--- src/rtl/sram_a_pkg.sv ---
// Shared widths, word type and reset-pattern helper for the sram_a scratch RAM.
// The optional output register is enabled by the SRAM_A_OUTREG_EN macro (see sram_a.sv).
package sram_a_pkg;

  localparam int unsigned SRAM_A_ADDR_W_DEF = 8;
  localparam int unsigned SRAM_A_DATA_W_DEF = 8;

  typedef logic [SRAM_A_DATA_W_DEF-1:0] sram_a_word_t;

  // Reset pattern: each word holds its own address modulo 2**data_w.
  function automatic int unsigned init_word(input int unsigned addr,
                                            input int unsigned data_w);
    if (data_w >= 32) begin
      return addr;
    end
    return addr & ((32'd1 << data_w) - 32'd1);
  endfunction

endpackage

--- src/rtl/sram_a_outreg.sv ---
// Optional read-data register for sram_a: one cycle of latency, async clear.
// Only instantiated when SRAM_A_OUTREG_EN is defined.
module sram_a_outreg
  import sram_a_pkg::*;
#(
  parameter int unsigned DATA_W = SRAM_A_DATA_W_DEF
) (
  input  logic              clk,
  input  logic              rst_n,
  input  logic [DATA_W-1:0] i_d,
  output logic [DATA_W-1:0] o_q
);

  logic [DATA_W-1:0] r_q;

  always_ff @(posedge clk or negedge rst_n) begin
    if (!rst_n) begin
      r_q <= '0;
    end else begin
      r_q <= i_d;
    end
  end

  assign o_q = r_q;

endmodule

--- src/rtl/sram_a.sv ---
// Single-port DEPTH x DATA_W scratch RAM: asynchronous read, synchronous write,
// reset preloads mem[i] = i. Define SRAM_A_OUTREG_EN for a registered read port.
module sram_a
  import sram_a_pkg::*;
#(
  parameter int unsigned ADDR_W = SRAM_A_ADDR_W_DEF,
  parameter int unsigned DATA_W = SRAM_A_DATA_W_DEF
) (
  input  logic              clk,
  input  logic              rst_n,
  input  logic [ADDR_W-1:0] Dir,
  input  logic [DATA_W-1:0] Dato_e,
  input  logic              We,
  input  logic              En,
  output logic [DATA_W-1:0] Dato_s
);

  localparam int unsigned DEPTH = 2 ** ADDR_W;

  logic [DATA_W-1:0] r_mem [DEPTH];
  logic [DATA_W-1:0] w_rd;

  // Reset preloads the address pattern; reset overrides any write on the same edge.
  always_ff @(posedge clk or negedge rst_n) begin
    if (!rst_n) begin
      for (int unsigned i = 0; i < DEPTH; i++) begin
        r_mem[i] <= DATA_W'(init_word(i, DATA_W));
      end
    end else if (En && We) begin
      r_mem[Dir] <= Dato_e;
    end
  end

  // Read port shows the stored word even during a write cycle; no Dato_e bypass.
  assign w_rd = En ? r_mem[Dir] : '0;

`ifdef SRAM_A_OUTREG_EN
  sram_a_outreg #(
    .DATA_W (DATA_W)
  ) u_outreg (
    .clk   (clk),
    .rst_n (rst_n),
    .i_d   (w_rd),
    .o_q   (Dato_s)
  );
`else
  assign Dato_s = w_rd;
`endif

  a_dir_known: assert property (@(posedge clk) disable iff (!rst_n)
                                (En |-> !$isunknown(Dir)))
    else $warning("sram_a: Dir is unknown while En=1");

endmodule

--- config.mk ---
export PLATFORM = sky130hd
export DESIGN_NAME = sram_a
export DESIGN_NICKNAME = d
export VERILOG_FILES = /design/src/rtl/sram_a_pkg.sv /design/src/rtl/sram_a_outreg.sv /design/src/rtl/sram_a.sv
export SDC_FILE = /design/constraint.sdc
export NUM_CORES = 2
export LEC_CHECK = 0
export CAP_MARGIN = 30
export CORE_ASPECT_RATIO = 1.75
export CORE_MARGIN = 2
export CORE_UTILIZATION = 63
export DETAILED_ROUTE_END_ITERATION = 16
export PLACE_DENSITY = 0.79
export SLEW_MARGIN = 20
export SYNTH_ARGS = -nofsm -noshare
export SYNTH_HDL_FRONTEND = slang
export SYNTH_HIERARCHICAL = 1
export SYNTH_SLANG_ARGS = --single-unit
--- constraint.sdc ---
create_clock -name clk -period 3.38 [get_ports clk]
set_clock_uncertainty 0.1 [all_clocks]
set_input_delay 0.338 -clock clk [delete_from_list [all_inputs] [get_ports clk]]
set_output_delay 0.338 -clock clk [all_outputs]
set_load 0.01 [all_outputs]
==> Yosys cells after proc, flatten, opt, wreduce, memory -nomap -nowiden <==
Cells that the tools add are included.
{ "classes": {"n_reduce_logical": 2, "n_bitwise": 1, "n_lt_le_gt_ge": 2, "muxes": 7} }
{ "ops": {"columns": ["operator", "count"], "rows": [
  ["2048-bit bitwise mux", 1],
  ["8-bit binary-select mux with 8-bit select", 1],
  ["8-bit demux with 8-bit select", 1],
  ["8-bit 2-to-1 mux", 4],
  ["9-bit greater-or-equal comparator (second input constant)", 1],
  ["9-bit by 1-bit < comparator with 1-bit output (second input constant)", 1],
  ["8-bit NOT with 9-bit output", 1],
  ["1-bit logical AND", 2]
]} }
{ "totals": {"register_bits": 2048, "wordCells": 268} }

==> Depth between registers and ports, before layout <==
{ "logic_depth": {"depth_word": 6, "ltp_mapped": 12} }

==> Worst setup path before layout <==
Ideal clock, no wire load.
{ "synth_timing": {"path_type": "input port to output port", "from": "in Dir[0]", "to": "out Dato_s[2]", "path_stages": 9, "arrival_time_ps": 2306, "path_buffers": 4, "setup_slack_ps": 636, "path_cell_list": "buf_6 buf_8 buf_6 buf_2 mux4_2 o311ai_0 a31oi_1 nor3_1 and4b_1"} }
{ "synth_between": {"elab_chain_cells": 5} }
{ "synth_lines": {"columns": ["item", "line_no", "source"], "rows": [
  ["start: declaration", "sram_a.sv:11", "input logic [ADDR_W-1:0] Dir,"],
  ["8-bit NOT with 9-bit output (implied by the code)", "sram_a.sv:35", "assign w_rd = En ? r_mem[Dir] : '0;"],
  ["8-bit binary-select mux with 8-bit select", "sram_a.sv:35", null],
  ["8-bit 2-to-1 mux (implied by the code) (2 in a row)", "sram_a.sv:35", null],
  ["8-bit 2-to-1 mux", "sram_a.sv:35", null],
  ["end: declaration", "sram_a.sv:15", "output logic [DATA_W-1:0] Dato_s"]
]} }
No other way between the ends. The select of a mux whose other input is x is not followed.

==> Worst setup path after layout <==
{ "layout_timing": {"from": "reg r_mem[1880] (netlist bit)", "to": "out Dato_s[0]"} }
{ "layout_between": {"elab_chain_cells": 4} }
{ "layout_lines": {"columns": ["item", "line_no", "source"], "rows": [
  ["start: declaration", "sram_a.sv:20", "logic [DATA_W-1:0] r_mem [DEPTH];"],
  ["start signal: indexed assignment", "sram_a.sv:27", "r_mem[i] <= DATA_W'(init_word(i, DATA_W));"],
  ["start signal: indexed assignment", "sram_a.sv:30", "r_mem[Dir] <= Dato_e;"],
  ["8-bit binary-select mux with 8-bit select", "sram_a.sv:35", null],
  ["8-bit 2-to-1 mux (implied by the code) (2 in a row)", "sram_a.sv:35", null],
  ["8-bit 2-to-1 mux", "sram_a.sv:35", null]
]} }
No other way between the ends. The select of a mux whose other input is x is not followed.

==> flow_metrics.py <==
metrics = {
    "run_status": {
        "outcome": "finished, violations left",
        "failed_checks": "negative hold slack, negative setup slack",
    },
    "global_routing": {
        "groute.usage.overall_pct": 34.3,
        "grt_pass1_wl_mm": 402,
        "overflow": 0,
        "grt_pass1_vias": 63900,
        "antenna_found_initial": 5,
        "grt_max_degree": 126,
    },
    "place": {
        "place_congestion": 0.964,
        "port_buffers": 27,
        "place_hpwl_mm": 180,
        "dp_cells": 8512,
    },
    "finish": {
        "layout_common_cells": "mux2_2, dfstp_2, dfrtp_1",
        "largest_reg_flops": 2048,
        "fin_util_pct": 72.9,
        "final_common_cell": "mux2_2",
        "drive_above_1_share_pct": 69.3,
        "fin_nets": 6713,
        "finalNonFillerCells": 8848,
        "fillers": 9258,
        "max_flop_register": "r_mem",
        "top_regs": "r_mem x2048",
        "syn2layout_area_growth_pct": 15.0,
    },
    "clock_network": {
        "cts.clk_slew.worst_paths_ns": 0.07,
        "root_buffer": "clkbuf_16",
        "cts_tree": "done",
        "htree_levels": 4,
        "clk_path_buf_depth": 4,
        "clock_latency_ns": 0.79,
        "cts.sinks": 2048,
        "cts_buffers": 187,
    },
    "sta": {
        "finalCriticalPeriod_ns": 3.73,
        "fmax_mhz": 268,
        "hold_viol": 4,
        "period_share_pct": 110,
        "rsz0062_at_grt": "true",
        "hold_ws_ns": -0.0452,
        "worstMarginPinSlew_ns": 1.07,
        "setup_ws_ns": -0.345,
        "maxSlewViolCount": 0,
        "setup_viol": 8,
        "relSlewSlack_pct": 28.8,
    },
    "synthesis": {
        "synth_adder_area_share_pct": 0,
        "synth_compound_area_share_pct": 2.70,
        "synth_edf_count": 0,
        "synth_xor_area_share_pct": 0,
        "synth_top_family_by_area": "multiplexers",
        "yosys_warnings": 6,
        "synth_ff_type": "dfstp_2",
        "postSynthAreaPerCell_sq_um": 15.4,
        "syn_inst": 6238,
        "synth_mux_area_share_pct": 36.6,
        "netlist_area_sq_mm": 0.0959,
        "yosysUniqueCellTypes": 62,
        "async_flop_share_pct": 100,
        "ys_ff_latch": 2048,
        "synth-seq-area-share_pct": 54.8,
        "syn_nets": 6258,
        "synthSimpleGateAreaFrac_pct": 3.55,
    },
    "critical_path": {
        "rr_endpoint": "r_mem[1940]$_DFFE_PN0P_",
        "criticalPathCategory": "register to output port",
        "worstSetupEndpointType": "output port",
        "r2r_start": "r_mem[1940]$_DFFE_PN0P_",
        "ff2ff_setup_slack_ns": 2.36,
        "ff2ff_path_depth": 2,
        "arrival_ns": 3.29,
        "crit_fanout": 2,
        "start_kind": "register",
        "crit_required_ns": 2.94,
    },
    "worst_hold_path": {
        "hold_depth": 2,
        "hp-start": "Dato_e[3]",
        "hold_class": "primary input to register",
        "hold_end": "r_mem[1547]$_DFFE_PN1P_",
    },
    "route": {
        "drtPass1Iterations": 5,
        "antenna_left": 0,
        "vias_per_cell": 6.58,
        "vias": 58200,
        "wirelength_mm": 264,
        "route.detailed.wl_per_inst_um": 29.8,
        "drc_errors": 0,
        "drt_iter0_drc": 4617,
    },
    "die": {
        "die_area_sq_mm": 0.156,
        "dieHeight_um": 520,
        "rows": 189,
        "start_util_pct": 63.4,
        "io_pins": 28,
        "die_w_um": 299,
        "core_sq_mm": 0.151,
    },
    "power_and_ir_drop": {
        "ir_drop_v": 0.000569,
        "leakagePower_uw": 0.0489,
        "p_per_area_mw_per_mm2": 474,
        "power.total_uw": 52300,
    },
    "job": {
        "max_cap_viol_count": 0,
    },
}
[logic make-up after synthesis]
logic type / after synthesis
multiplexers: 2759
flip-flops: 2048
AND/OR/NAND/NOR: 583
buffers and inverters: 476
AO/OA/AOI/OAI: 372
[worst max path at each step]
stage / from / to / slack (ns) / depth (start not counted)
after detailed placement: Dir[0] / Dato_s[5] / -0.91 / 11
after floorplan: Dir[0] / Dato_s[2] / 0.64 / 9
final: r_mem[1880]$_DFFE_PN0P_ / Dato_s[0] / -0.35 / 10
after CTS: r_mem[1576]$_DFFE_PN0P_ / Dato_s[0] / -0.29 / 7
after global placement: Dir[0] / Dato_s[5] / -0.85 / 11
after global routing: r_mem[1864]$_DFFE_PN0P_ / Dato_s[0] / -0.41 / 10
[layout make-up]
cell class                 instances  area [sq um]  area share (%)
clock buffer                     274          5480            4.97
antenna                            2          5.00         0.00454
timing repair buffer             733          6920            6.27
tap                             2005          2510            2.27
clock inverter                    63           957           0.868
sequential                      2048         52500            47.6
multi-input combinational       3714         41900            38.0
inverter                           9          33.8          0.0306
[through the flow]
step                      setup slack [ns]  area (sq um)  hold slack, ns  TNS [ns]
after global placement              -0.854        103000           0.251     -5.19
final                               -0.345        110000         -0.0452     -1.39
after global routing                -0.408        110000          0.0227     -1.85
after detailed placement            -0.911        103000           0.256     -5.45
after CTS                           -0.290        110000          0.0317     -1.40
after floorplan                      0.636         95900         -0.0576         0
[Yosys cell counts, types with 36 or more instances]
cell      count  share of area, %
dfrtp_1    1024                27
nor2_2       83              0.54
buf_2        75              0.39
mux2_2     1993                23
mux2i_1     297               3.1
nand3_1      57              0.30
nand2_1     152              0.59
nor2_1       80              0.31
mux2_1       81              0.95
a21oi_1      36              0.19
a22oi_1      99              0.77
buf_4        42              0.33
nor2_4       77              0.90
o22ai_1      46              0.30
dfstp_2    1024                28
o21ai_0      57              0.30
mux4_2      388               9.1
clkbuf_1    301               1.2
[where the power goes]
part | switching [uW] | internal, uW
logic | 2420 | 1680
clock network | 9350 | 13100
registers | 352 | 25500
total | 12100 | 40200
[worst max-delay path, cell delays in order (launching register included)]
cell and delay (ns):
dfrtp_1 0.38, mux4_2 0.48, a22oi_2 0.20, buf_4 0.17
nand2_1 0.07, a21oi_2 0.12, buf_4 0.14, a21o_1 0.21
o211ai_1 0.25, and4b_1 0.30, buf_2 0.15
[timing repair]
action	in CTS	in global routing
setup endpoints to repair	8	8
resized for setup	145	46
pin swaps	59	34
hold buffers	2	0
hold endpoints to repair	210	0
setup buffers	1	1
cloned	0	0
[routing by layer]
metal  share of wire, %  routed length, um  track usage, %  vias up
li1                   -                  -               -    24000
met1                 36              95300            40.6    31400
met2                 51             134000            58.2     1941
met3                5.1              13500            4.97      779
met4                7.7              20400            23.3        4
met5              0.013                 35               0        -
Power figures use the tool's default switching activity.
